[config.mk]
export PLATFORM = sky130hd
export DESIGN_NAME = noc_endpoint
export DESIGN_NICKNAME = d
export VERILOG_FILES = /design/src/rtl/noc_pkg.sv /design/src/rtl/noc_skid_buffer.sv /design/src/rtl/noc_endpoint.sv
export SDC_FILE = /design/constraint.sdc
export NUM_CORES = 1
export LEC_CHECK = 0
export ABC_AREA = 1
export ABC_CLOCK_PERIOD_IN_PS = 1600
export BUFFER_PORTS_ARGS = -buffer_cell sky130_fd_sc_hd__clkbuf_2
export CAP_MARGIN = 15
export CORE_UTILIZATION = 43
export CTS_CLUSTER_SIZE = 30
export DETAILED_ROUTE_END_ITERATION = 6
export PLACE_DENSITY_LB_ADDON = 0.05
export SLEW_MARGIN = 25
export SYNTH_ARGS = -nofsm -noshare
export SYNTH_HDL_FRONTEND = slang
export SYNTH_HIERARCHICAL = 1
export SYNTH_SLANG_ARGS = --single-unit
[constraint.sdc]
create_clock -name i_clk -period 1.6 [get_ports i_clk]
set_input_delay 0.32 -clock i_clk [delete_from_list [all_inputs] [get_ports i_clk]]
set_output_delay 0.32 -clock i_clk [all_outputs]
set_load 0.02 [all_outputs]
[src/rtl/noc_pkg.sv]
// Shared definitions for the HNoC endpoint: flit geometry, skid-buffer state
// encoding and the destination-field extractor.
package noc_pkg;

   localparam int unsigned DATA_WIDTH = 36;
   localparam int unsigned ADDR_WIDTH = 4;

   typedef enum logic [0:0] {
      StEmptyOrMain,
      StSkid
   } skid_state_e;

   // The destination occupies the most significant ADDR_WIDTH bits of a flit.
   function automatic logic [ADDR_WIDTH-1:0] flit_dest(input logic [DATA_WIDTH-1:0] flit);
      return ADDR_WIDTH'(flit >> (DATA_WIDTH - ADDR_WIDTH));
   endfunction

endpackage

[src/rtl/noc_skid_buffer.sv]
// Two-entry skid buffer with a registered upstream ready. The main register
// drives the outputs; the skid register catches the word that arrives while
// downstream is stalling.
module noc_skid_buffer
   import noc_pkg::*;
#(
   parameter int unsigned Width = 8
) (
   input  logic             i_clk,
   input  logic             i_reset,
   input  logic [Width-1:0] i_data,
   input  logic             i_valid,
   output logic             o_ready,
   output logic [Width-1:0] o_data,
   output logic             o_valid,
   input  logic             i_ready
);

   skid_state_e      state_q, state_d;
   logic             main_valid_q, main_valid_d;
   logic [Width-1:0] main_data_q, main_data_d;
   logic [Width-1:0] skid_data_q, skid_data_d;
   logic             ready_q, ready_d;
   logic             in_fire;
   logic             out_fire;

   assign in_fire  = i_valid & ready_q;
   assign out_fire = main_valid_q & i_ready;

   // Next-state: load main when it is free or draining, otherwise park in skid.
   always_comb begin
      state_d      = state_q;
      main_valid_d = main_valid_q;
      main_data_d  = main_data_q;
      skid_data_d  = skid_data_q;
      unique case (state_q)
         StEmptyOrMain: begin
            if (!main_valid_q || out_fire) begin
               main_valid_d = in_fire;
               if (in_fire) begin
                  main_data_d = i_data;
               end
            end else if (in_fire) begin
               skid_data_d = i_data;
               state_d     = StSkid;
            end
         end
         StSkid: begin
            // Upstream ready is low here, so no new word can arrive.
            if (out_fire) begin
               main_data_d = skid_data_q;
               state_d     = StEmptyOrMain;
            end
         end
         default: state_d = StEmptyOrMain;
      endcase
      ready_d = (state_d == StEmptyOrMain);
   end

   // State and data registers; ready stays low throughout reset.
   always_ff @(posedge i_clk) begin
      if (i_reset) begin
         state_q      <= StEmptyOrMain;
         main_valid_q <= 1'b0;
         main_data_q  <= '0;
         skid_data_q  <= '0;
         ready_q      <= 1'b0;
      end else begin
         state_q      <= state_d;
         main_valid_q <= main_valid_d;
         main_data_q  <= main_data_d;
         skid_data_q  <= skid_data_d;
         ready_q      <= ready_d;
      end
   end

   assign o_ready = ready_q;
   assign o_data  = main_data_q;
   assign o_valid = main_valid_q;

endmodule

[src/rtl/noc_endpoint.sv]
// HNoC endpoint: tags PE payloads with a destination on the way out, filters
// and strips incoming flits on the way in. Each direction has its own skid
// buffer. Optional statistics counters are enabled by NOC_EP_STATS_EN.
module noc_endpoint
   import noc_pkg::*;
#(
   parameter int unsigned DataWidth = DATA_WIDTH,
   parameter int unsigned AddrWidth = ADDR_WIDTH,
   parameter int unsigned MyAddr    = 0,
   parameter int unsigned StatWidth = 16
) (
   input  logic                           i_clk,
   input  logic                           i_reset,
   input  logic [DataWidth-AddrWidth-1:0] i_pe_data,
   input  logic [AddrWidth-1:0]           i_pe_dest,
   input  logic                           i_pe_valid,
   output logic                           o_pe_ready,
   output logic [DataWidth-1:0]           o_data,
   output logic                           o_data_valid,
   input  logic                           i_data_ready,
   input  logic [DataWidth-1:0]           i_data,
   input  logic                           i_data_valid,
   output logic                           o_data_ready,
   output logic [DataWidth-AddrWidth-1:0] o_pe_data,
   output logic                           o_pe_valid,
   input  logic                           i_pe_ready,
`ifdef NOC_EP_STATS_EN
   output logic [StatWidth-1:0]           o_tx_count,
   output logic [StatWidth-1:0]           o_rx_count,
   output logic [StatWidth-1:0]           o_drop_count,
`endif
   output logic                           o_rx_drop
);

   localparam int unsigned PW = DataWidth - AddrWidth;

   logic rx_match;
   logic rx_drop_fire;
   logic rx_drop_q;

   noc_skid_buffer #(
      .Width(DataWidth)
   ) u_tx_buf (
      .i_clk  (i_clk),
      .i_reset(i_reset),
      .i_data ({i_pe_dest, i_pe_data}),
      .i_valid(i_pe_valid),
      .o_ready(o_pe_ready),
      .o_data (o_data),
      .o_valid(o_data_valid),
      .i_ready(i_data_ready)
   );

   assign rx_match     = (flit_dest(i_data) == AddrWidth'(MyAddr));
   // Misrouted flits are still accepted, they just never enter the buffer.
   assign rx_drop_fire = i_data_valid & o_data_ready & ~rx_match;

   noc_skid_buffer #(
      .Width(PW)
   ) u_rx_buf (
      .i_clk  (i_clk),
      .i_reset(i_reset),
      .i_data (i_data[PW-1:0]),
      .i_valid(i_data_valid & rx_match),
      .o_ready(o_data_ready),
      .o_data (o_pe_data),
      .o_valid(o_pe_valid),
      .i_ready(i_pe_ready)
   );

   // Drop pulse appears the cycle after the misrouted flit is accepted.
   always_ff @(posedge i_clk) begin
      if (i_reset) begin
         rx_drop_q <= 1'b0;
      end else begin
         rx_drop_q <= rx_drop_fire;
      end
   end

   assign o_rx_drop = rx_drop_q;

`ifdef NOC_EP_STATS_EN
   logic [StatWidth-1:0] tx_cnt_q, tx_cnt_d;
   logic [StatWidth-1:0] rx_cnt_q, rx_cnt_d;
   logic [StatWidth-1:0] drop_cnt_q, drop_cnt_d;

   // Saturating event counters.
   always_comb begin
      tx_cnt_d   = tx_cnt_q;
      rx_cnt_d   = rx_cnt_q;
      drop_cnt_d = drop_cnt_q;
      if (o_data_valid && i_data_ready && (tx_cnt_q != '1)) begin
         tx_cnt_d = tx_cnt_q + StatWidth'(1);
      end
      if (o_pe_valid && i_pe_ready && (rx_cnt_q != '1)) begin
         rx_cnt_d = rx_cnt_q + StatWidth'(1);
      end
      if (rx_drop_fire && (drop_cnt_q != '1)) begin
         drop_cnt_d = drop_cnt_q + StatWidth'(1);
      end
   end

   // Counter registers.
   always_ff @(posedge i_clk) begin
      if (i_reset) begin
         tx_cnt_q   <= '0;
         rx_cnt_q   <= '0;
         drop_cnt_q <= '0;
      end else begin
         tx_cnt_q   <= tx_cnt_d;
         rx_cnt_q   <= rx_cnt_d;
         drop_cnt_q <= drop_cnt_d;
      end
   end

   assign o_tx_count   = tx_cnt_q;
   assign o_rx_count   = rx_cnt_q;
   assign o_drop_count = drop_cnt_q;
`endif

endmodule

# == Word-level counts from Yosys, hierarchy flattened ==
# Index checks and enable logic that the tools add are counted.
# op_classes
n_mul,0
shift,0
bitwise_logic,14
n_lt_le_gt_ge,0
n_div,0
n_eq_ne,6
reduce_logical,11
add_sub_neg,0
n_mux,16
# ops
operator,count
$mux 36,3
$mux 32,3
$pmux 36 s2,1
$pmux 32 s2,1
$reduce_and 3->1,4
$ne 2x1->1 const B,4
$and 1x1->1,7
$not 1->1,7
$mux 1,6
$logic_not 4->1,1
$ne 2x2->1 const B,2
$pmux 1 s2,2
$reduce_and 2->1,2
$logic_not 1->1,2
$logic_or 1x1->1,2
# word_totals
latchBits,0
reg_bits,143
memories,0
romBits,0
output_inout_bits,73
elab_cells,58
ramBits,0
inputBits,78

# == Longest topological paths before layout ==
# Gate-level depths: netlist of the first run.
# logic_depth
ltp_word,7
depth_mapped,9
mapped_depth_nobuf,8

# == Cells and area by module ==
# Netlist of the first run, hierarchy kept.
# modules_own_cells
module,seq_area_each_um2,n_inst,area_each_um2,cells_each
noc_skid_buffer at u_tx_buf,1501.4,1,3606.0,561
noc_skid_buffer at u_rx_buf,1341.3,1,3168.0,501
noc_endpoint,20.0,1,56.3,10

# == Worst setup path after synthesis of the first run ==
# Ideal clock, no wire load.
# synth_timing
path_type,input to register
from,input port i_data[33]
to,"register u_rx_buf.main_data_q[11], in the netlist u_rx_buf/o_data[11]"
t_arrival_ns,1.200
cell_stages,9
n_path_buf,1
setup_slack_ns,0.285
cell_sequence,nor2_1 nand2_1 nor2_1 nand3_2 nand2_2 buf_2 nand3_1 nand2_1 nor2_1
# synth_via
elab_chain_len,5
# synth_lines
item,line,source
from (decl),noc_endpoint.sv:21,"input logic [DataWidth-1:0] i_data,"
$logic_not 4->1,noc_endpoint.sv:54,assign rx_match = (flit_dest(i_data) == AddrWidth'(MyAddr));
$and 1x1->1,noc_endpoint.sv:64,".i_valid(i_data_valid & rx_match),"
$and 1x1->1,noc_skid_buffer.sv:27,assign in_fire = i_valid & ready_q;
$ne 2x1->1 (no source line),-,
$reduce_and 3->1 (no source line),-,
to (signal assigned),noc_skid_buffer.sv:71,main_data_q <= main_data_d;
to (decl),noc_skid_buffer.sv:21,"logic [Width-1:0] main_data_q, main_data_d;"
# No other way between the ends.
# A chain may end at the register's enable or synchronous reset.

# == Worst setup path after layout of the first run ==
# layout_timing
from,"register u_tx_buf.main_valid_q, in the netlist u_tx_buf/o_valid"
to,output port o_data_valid
# layout_lines
item,line,source
from (decl),noc_skid_buffer.sv:20,"logic main_valid_q, main_valid_d;"
from (signal assigned),noc_skid_buffer.sv:70,main_valid_q <= main_valid_d;
to (decl),noc_endpoint.sv:19,"output logic o_data_valid,"
# No word-level cell between the ends.

==> results of run 1 <==
==> power by group <==
part           leakage [nW]  switching (W)  internal (W)  total [W]
clock                 0.262        0.00143       0.00207    0.00350
sequential             1.16      0.0000535       0.00367    0.00372
combinational          3.11       0.000499      0.000298   0.000797
total                  4.53        0.00199       0.00603    0.00802
==> Yosys cell counts (all sizes together) <==
cell    instances  area share [%]
clkinv         20             1.1
o21ai          70             5.1
clkbuf          7            0.38
nor2          348              20
inv           130             7.1
buf            63             5.3
nand3          72             5.5
dfxtp         143              42
a21oi          70             5.2
nand2         149             8.3
==> routing by layer <==
layer	wire length, um	vias to the layer above	track usage [%]
met5	0	-	0
met2	7310	106	33.6
met3	847	9	6.34
li1	-	3482	-
met4	124	0	5.81
met1	7720	2796	25.7
==> layout by cell type (no fill, tap or decap), drive strengths merged <==
master,n
inv,130
buf,19
dfxtp,143
clkbuf,173
clkinv,27
a21oi,70
nor2,348
o21ai,70
nand3,72
nand2,149
==> worst max path at each step <==
stage / end / from / slack [ns] / cells after the start
floorplan: u_rx_buf/o_data[11]$_SDFFE_PP0P_ / i_data[33] / 0.28 / 9
global placement: u_rx_buf/skid_data_q[18]$_SDFFE_PP0P_ / i_data[33] / 0.06 / 9
detailed placement: u_rx_buf/skid_data_q[26]$_SDFFE_PP0P_ / i_data[33] / 0.009 / 9
CTS: o_data_valid / u_tx_buf/o_valid$_SDFFE_PP0P_ / 0.25 / 1
global route: u_rx_buf/skid_data_q[12]$_SDFFE_PP0P_ / u_rx_buf/state_q$_SDFF_PP0_ / 0.16 / 6
finish: o_data_valid / u_tx_buf/o_valid$_SDFFE_PP0P_ / 0.27 / 1
==> logic make-up after synthesis <==
kind of cell / count (synthesis) / share of synthesized area [%]
compound gates: 140 / 10.3
buf+inv: 220 / 13.9
simple gates: 569 / 33.9
flops: 143 / 41.9
==> state kept, by name, indices dropped and copies added, names as in the netlist <==
register and flops:
u_rx_buf/skid_data_q 32, u_rx_buf/o_ready 1, o_rx_drop 1, u_rx_buf/o_valid 1
u_tx_buf/state_q 1, u_rx_buf/state_q 1, u_tx_buf/o_data 36, u_rx_buf/o_data 32
u_tx_buf/o_valid 1, u_tx_buf/skid_data_q 36, u_tx_buf/o_ready 1
==> metrics by stage <==
stage	hold slack [ns]	instance area, um2	instances	worst slack [ns]
3_5_place_dp	0.467	7700	1382	0.00857
3_3_place_gp	0.460	7700	1382	0.0558
6_report	0.142	8220	1412	0.273
4_1_cts	0.121	8220	1412	0.247
5_1_grt	0.137	8220	1412	0.160
2_1_floorplan	0.382	6830	1072	0.285
==> worst min-delay path, cell delays in order <==
cell and delay [ns]:
clkbuf_2 0.09, nor2_1 0.04, nor2_1 0.08
==> cell type report <==
class                   instances  area (um2)  share of cell area (%)
flip-flops and latches        143        2870                    34.9
well taps                     211         264                    3.21
inverters                     150         563                    6.85
clock buffers                  23         478                    5.81
multi-input cells             709        3020                    36.7
repair buffers                169         993                    12.1
clock inverters                 7        38.8                   0.472
==> metrics, run 1 <==
Hold Startpoint=i_pe_data[8]; Num CTS Buffers=17; number of buffer cells added on primary ports=150; final net count=1268; Final Setup Violations=0; CP endpoint kind=output pin; critical path type=flop to output pin; net count after synthesis=1150; GR Overflow Total=0; Reg clk slew, reported paths=0.06 ns; flop-to-flop setup slack=0.29 ns; fraction of layout cells with a size suffix above 1=19.2%; I/O Pins=151; synth warn=6; Initial Utilization=44.4%; clk sink count=143; htree depth=4; CTS Hold Bufs=0; worst hold endpoint=u_tx_buf/skid_data_q[8]$_SDFFE_PP0P_; Vias/cell=4.53; FF-to-FF Start=u_rx_buf/state_q$_SDFF_PP0_; drt drc=0; routability cong.=0.723; Syn Std Cell Area=6830 um2; critical-path maximum fanout=4; Worst Hold Path Cells=3; initial antenna violation count=0; # rows=45; cts repair resizes=0; DR iter-0 viols=428; Max-Cap Viols=0; Crit Reg-Reg Endpoint=u_rx_buf/skid_data_q[17]$_SDFFE_PP0P_; RSZ-0062 raised after global routing=false; Post-Synthesis Cells=1072; Final Core Density=53.5%; area of the core=15400 um2; Startpoint Class=flop; Cell variety after synth=21; CP max stage delay=0.39 ns; post-CTS setup buffer count=0; first-pass GRT wire length=26800 um; Hold Crit Class=input pin to flop; GRT Util Overall=20.4%; Post-Syn Area per Cell=6.37 um2; Max Slew Vio Count=0; run status=completed; cell family with most CP delay=flip-flops; CP max-delay cell=dfxtp_1; clock root buffer master=clkbuf_16; total number of vias=6393; clk_lat worst skew=0.41 ns; clk_skew=0.00800 ns; full die area=16400 um2; Total Wirelength=16000 um; Power Total=0.00802 W; Static Leak=4.53 nW; Slew @ Worst Pin=0.632 ns; Cell Chain, Critical Path=clkbuf_2; drt wl/cell=11.3 um; Max Fclk=0.754 GHz; n_diodes=0; largest net degree at the start of global routing=74; Fin. Hold Viols=0; Clock Path Buffers=2; DIE WIDTH=128 um; post-route minimum period=1.33 ns; Buf/Inv on CP=1; max-slew headroom at the worst pin=57.8%; fillers=1643; power per cell area=976 nW/um2; area grow syn2layout=20.4%; CP arrival=1.01 ns; Seq/Total Area, Yosys=41.9%; register bit count reported by yosys=143; Peak VDD IR=0.000664 V; Final period util=82.9%; DP HPWL=9910 um; required time worst endpoint=1.28 ns; Pre-Repair DR Iteration Count=4; Die Y=128 um; vias in the first global route=5583; setup TNS=0 ns; ANT nets after route=0; Register-to-Register Path Depth=6; CTS tree=built
Power figures use the tool's default switching activity.
==> inputs of run 2 (changes only) <==
ABC_AREA = 0   (was 1)
ABC_CLOCK_PERIOD_IN_PS = 1300   (was 1600)
clock period = 1.3 ns   (was 1.6 ns; I/O delays follow)
==> run 2 against run 1 <==
Net effect: the run now ends with negative setup slack left; cell area rose by 38%; synthesized area rose by 2.3%; routed wire length increased by 45%; first-iteration DRC count is 19% lower; combinational power up 86%; setup slack lost 0.49 ns; non-clock buffer count grew 125.
==> metrics, run 2 <==
run status=finished, violations left (was completed); failing checks=negative setup slack; Fin. Hold Viols=0 (unchanged); clk sink count=143 (unchanged); Final period util=116%; Vias/cell=5.77 (was 4.53); Synth area leader=dfxtp_1 (unchanged); Final Setup Violations=137 (was 0); DP HPWL=12100 um (was 9910 um); Slew @ Worst Pin=0.452 ns (was 0.632 ns); Clk pwr share=46.2% (was 43.7%); DIE WIDTH=129 um (was 128 um); Max-Cap Viols=0 (unchanged); Cell Chain, Critical Path=buf_6, and3b_4, buf_12, buf_6, buf_6, a21bo_4, a21oi_2 (was clkbuf_2); FF-to-FF Start=u_tx_buf/state_q$_SDFF_PP0_ (was u_rx_buf/state_q$_SDFF_PP0_); RSZ-0062 raised after global routing=true (was false); post-route minimum period=1.51 ns; Num CTS Buffers=17 (unchanged); Total Wirelength=23300 um (was 16000 um); htree depth=4 (unchanged); fraction of layout cells with a size suffix above 1=57.9% (was 19.2%); drt drc=0 (unchanged); most common cell after layout, fill and taps aside=clkbuf_2 (was nor2_1); largest net degree at the start of global routing=42 (was 74); CTS tree=built (unchanged); total number of vias=6848 (was 6393); Hold Crit Class=input pin to flop (unchanged); Comb power frac=13.2% (was 9.9%); # rows=46 (was 45); Main synth FF type=dfxtp_1 (unchanged); Pre-Repair DR Iteration Count=7 (was 4); first-pass GRT wire length=31000 um (was 26800 um); NetSw=0.00273 W (was 0.00199 W); critical path type=flop to flop (was flop to output pin); DR iter-0 viols=345 (was 428); switching part of the total=24.5% (was 24.8%); CP max stage delay=0.38 ns (was 0.39 ns); critical-path maximum fanout=8 (was 4); Max Slew Vio Count=0 (unchanged); power per cell area=986 nW/um2 (was 976 nW/um2); Synth top area share=41.0% (was 41.9%); synth warn=6 (unchanged); required time worst endpoint=1.65 ns (was 1.28 ns); Post-Syn Area per Cell=9.41 um2 (was 6.37 um2); area of the core=15900 um2 (was 15400 um2); initial antenna violation count=0 (unchanged); Seq/Total Area, Yosys=41.0% (was 41.9%); clock root buffer master=clkbuf_16 (unchanged); pre-CTS setup slack=-0.618 ns (was 0.00857 ns); Crit. Startpoint=u_tx_buf/state_q$_SDFF_PP0_ (was u_tx_buf/o_valid$_SDFFE_PP0P_); drt wl/cell=19.6 um (was 11.3 um); Hold Startpoint=i_pe_data[23] (was i_pe_data[8]); Cell variety after synth=25 (was 21); final net count=1037 (was 1268); CP max-delay cell=dfxtp_4 (was dfxtp_1); n_diodes=0 (unchanged); area grow syn2layout=62.2% (was 20.4%); Startpoint Class=flop (unchanged); GR Overflow Total=0 (unchanged); Reg clk slew, reported paths=0.06 ns (about the same); number of buffer cells added on primary ports=150 (unchanged); max-slew headroom at the worst pin=69.8% (was 57.8%); top cells by count, synth=143 x dfxtp_1, 140 x a21oi_1 (was 328 x nor2_1, 145 x nand2_1, 143 x dfxtp_1, 125 x inv_1, 70 x nand3_1); vias in the first global route=6256 (was 5583); Max Fclk=0.661 GHz; Post-synth EDFFs=0 (unchanged); sequential share of power=40.6% (was 46.4%); clk_skew=0.0140 ns (was 0.00800 ns); CP endpoint kind=flop (was output pin); setup TNS=-18.36 ns (was 0 ns); I/O Pins=151 (unchanged); most frequent cells in the layout=145 x clkbuf_2, 137 x dfxtp_1, 79 x a21oi_2, 68 x mux2i_1, 61 x a21oi_1 (was 328 x nor2_1, 150 x clkbuf_2, 145 x nand2_1, 141 x dfxtp_1, 124 x inv_1); Peak VDD IR=0.000890 V (was 0.000664 V); flop-to-flop setup slack=-0.21 ns (was 0.29 ns); crit-path most repeated cell=buf_6; top-count cell post-synth=dfxtp_1 (was nor2_1); register bit count reported by yosys=143 (unchanged); Static Leak=4.11 nW (was 4.53 nW); Syn Std Cell Area=6980 um2 (was 6830 um2); net count after synthesis=820 (was 1150); Pint=0.00844 W (was 0.00603 W); post-synthesis async set-or-reset flop share=0% (unchanged); GRT Util Overall=23.5% (was 20.4%); full die area=16800 um2 (was 16400 um2); Clock Path Buffers=2 (unchanged); routability cong.=0.759 (was 0.723); post-route setup slack=-0.212 ns (was 0.273 ns); top cells by area, synth=dfxtp_1 41%, a21oi_1 10%, mux2i_1 9.7%, o31ai_1 7.3%, or4_1 7.3% (was dfxtp_1 42%, nor2_1 18%, nand2_1 8.0%, inv_1 6.9%, nand3_1 5.1%); Initial Utilization=44.0% (was 44.4%); CP arrival=1.86 ns (was 1.01 ns); ANT nets after route=0 (unchanged); Die Y=129 um (was 128 um); Post-Synthesis Cells=742 (was 1072); clk_lat worst skew=0.42 ns (was 0.41 ns)
-- run 2: cell count changes after synthesis, sizes merged, moves of 70 or more --
cell,previous run,this run
nor2,348,4
nand2,149,1
inv,130,0
a21oi,70,142
o21ai,70,0
-- run 2: final timing paths --
check                           cells past startpoint                                    end
worst min-delay path                                3  u_tx_buf/skid_data_q[23]$_SDFFE_PP0P_
worst min register to register                      2       u_rx_buf/o_data[26]$_SDFFE_PP0P_
worst max-delay path                                7   u_tx_buf/skid_data_q[4]$_SDFFE_PP0P_
worst max register to register                      7   u_tx_buf/skid_data_q[4]$_SDFFE_PP0P_
-- run 2: per-layer routing --
layer / routed length [um] / part of all wire, % / track usage, % / vias up
met2: 11800 / 51 / 40.9 / 209
met1: 9480 / 41 / 28.2 / 3345
met5: 0 / 0 / 0 / -
met4: 482 / 2.1 / 8.28 / 0
li1: - / - / - / 3259
met3: 1470 / 6.3 / 5.53 / 35
-- run 2: area by class of cell --
| type | count | area, um2 |
|---|---|---|
| Clock inverter | 9 | 130 |
| Clock buffer | 21 | 492 |
| Timing Repair Buffer | 294 | 2960 |
| Fill cell | 1085 | 4560 |
| Multi-Input combinational cell | 503 | 4600 |
| Tap cell | 216 | 270 |
| Sequential cell | 143 | 2880 |
-- run 2: power groups by stage --
stage	Combinational [W]	Sequential (W)	Clock [W]
2_1_floorplan	0.000468	0.00472	0
3_3_place_gp	0.00101	0.00462	0
3_5_place_dp	0.00102	0.00462	0
4_1_cts	0.00117	0.00452	0.00521
5_1_grt	0.00156	0.00454	0.00540
6_report	0.00148	0.00453	0.00516
-- run 2: through the flow --
| stage | instance area (um2) | hold WS, ns | instances | util [%] | power (W) |
|---|---|---|---|---|---|
| 6_report | 11300 | 0.0773 | 1186 | 71.3 | 0.0112 |
| 5_1_grt | 11300 | 0.0695 | 1186 | 71.3 | 0.0115 |
| 4_1_cts | 9890 | 0.0695 | 1151 | 62.3 | 0.0109 |
| 3_5_place_dp | 8570 | 0.461 | 1101 | 54.0 | 0.00565 |
| 3_3_place_gp | 8570 | 0.455 | 1101 | 54.0 | 0.00563 |
| 2_1_floorplan | 7290 | 0.337 | 742 | - | 0.00518 |
-- run 2: logic make-up (layout without fill, tap and decap cells) --
logic type / Yosys count / in the layout / share of synthesized area [%]
AO/OA/AOI/OAI: 280 / 280 / 27.5
AND/OR/NAND/NOR: 154 / 155 / 14.2
multiplexers: 68 / 68 / 9.75
flip-flops: 143 / 143 / 41.0
buffers and inverters: 97 / 324 / 7.56
-- run 2: critical path, delay by kind of cell, from the launching register on --
kind / cells / cell delay [ns]
AND/OR/NAND/NOR: 1 / 0.22
buffers and inverters: 4 / 0.51
flip-flops: 1 / 0.38
AO/OA/AOI/OAI: 2 / 0.33
-- run 2: repair_timing --
| action | CTS | global route |
|---|---|---|
| hold buffers | 0 | 0 |
| endpoints found under the setup margin | 125 | 140 |
| gates cloned | 11 | 23 |
| pin swaps | 35 | 108 |
| resized for setup | 81 | 199 |
| setup buffers | 9 | 14 |
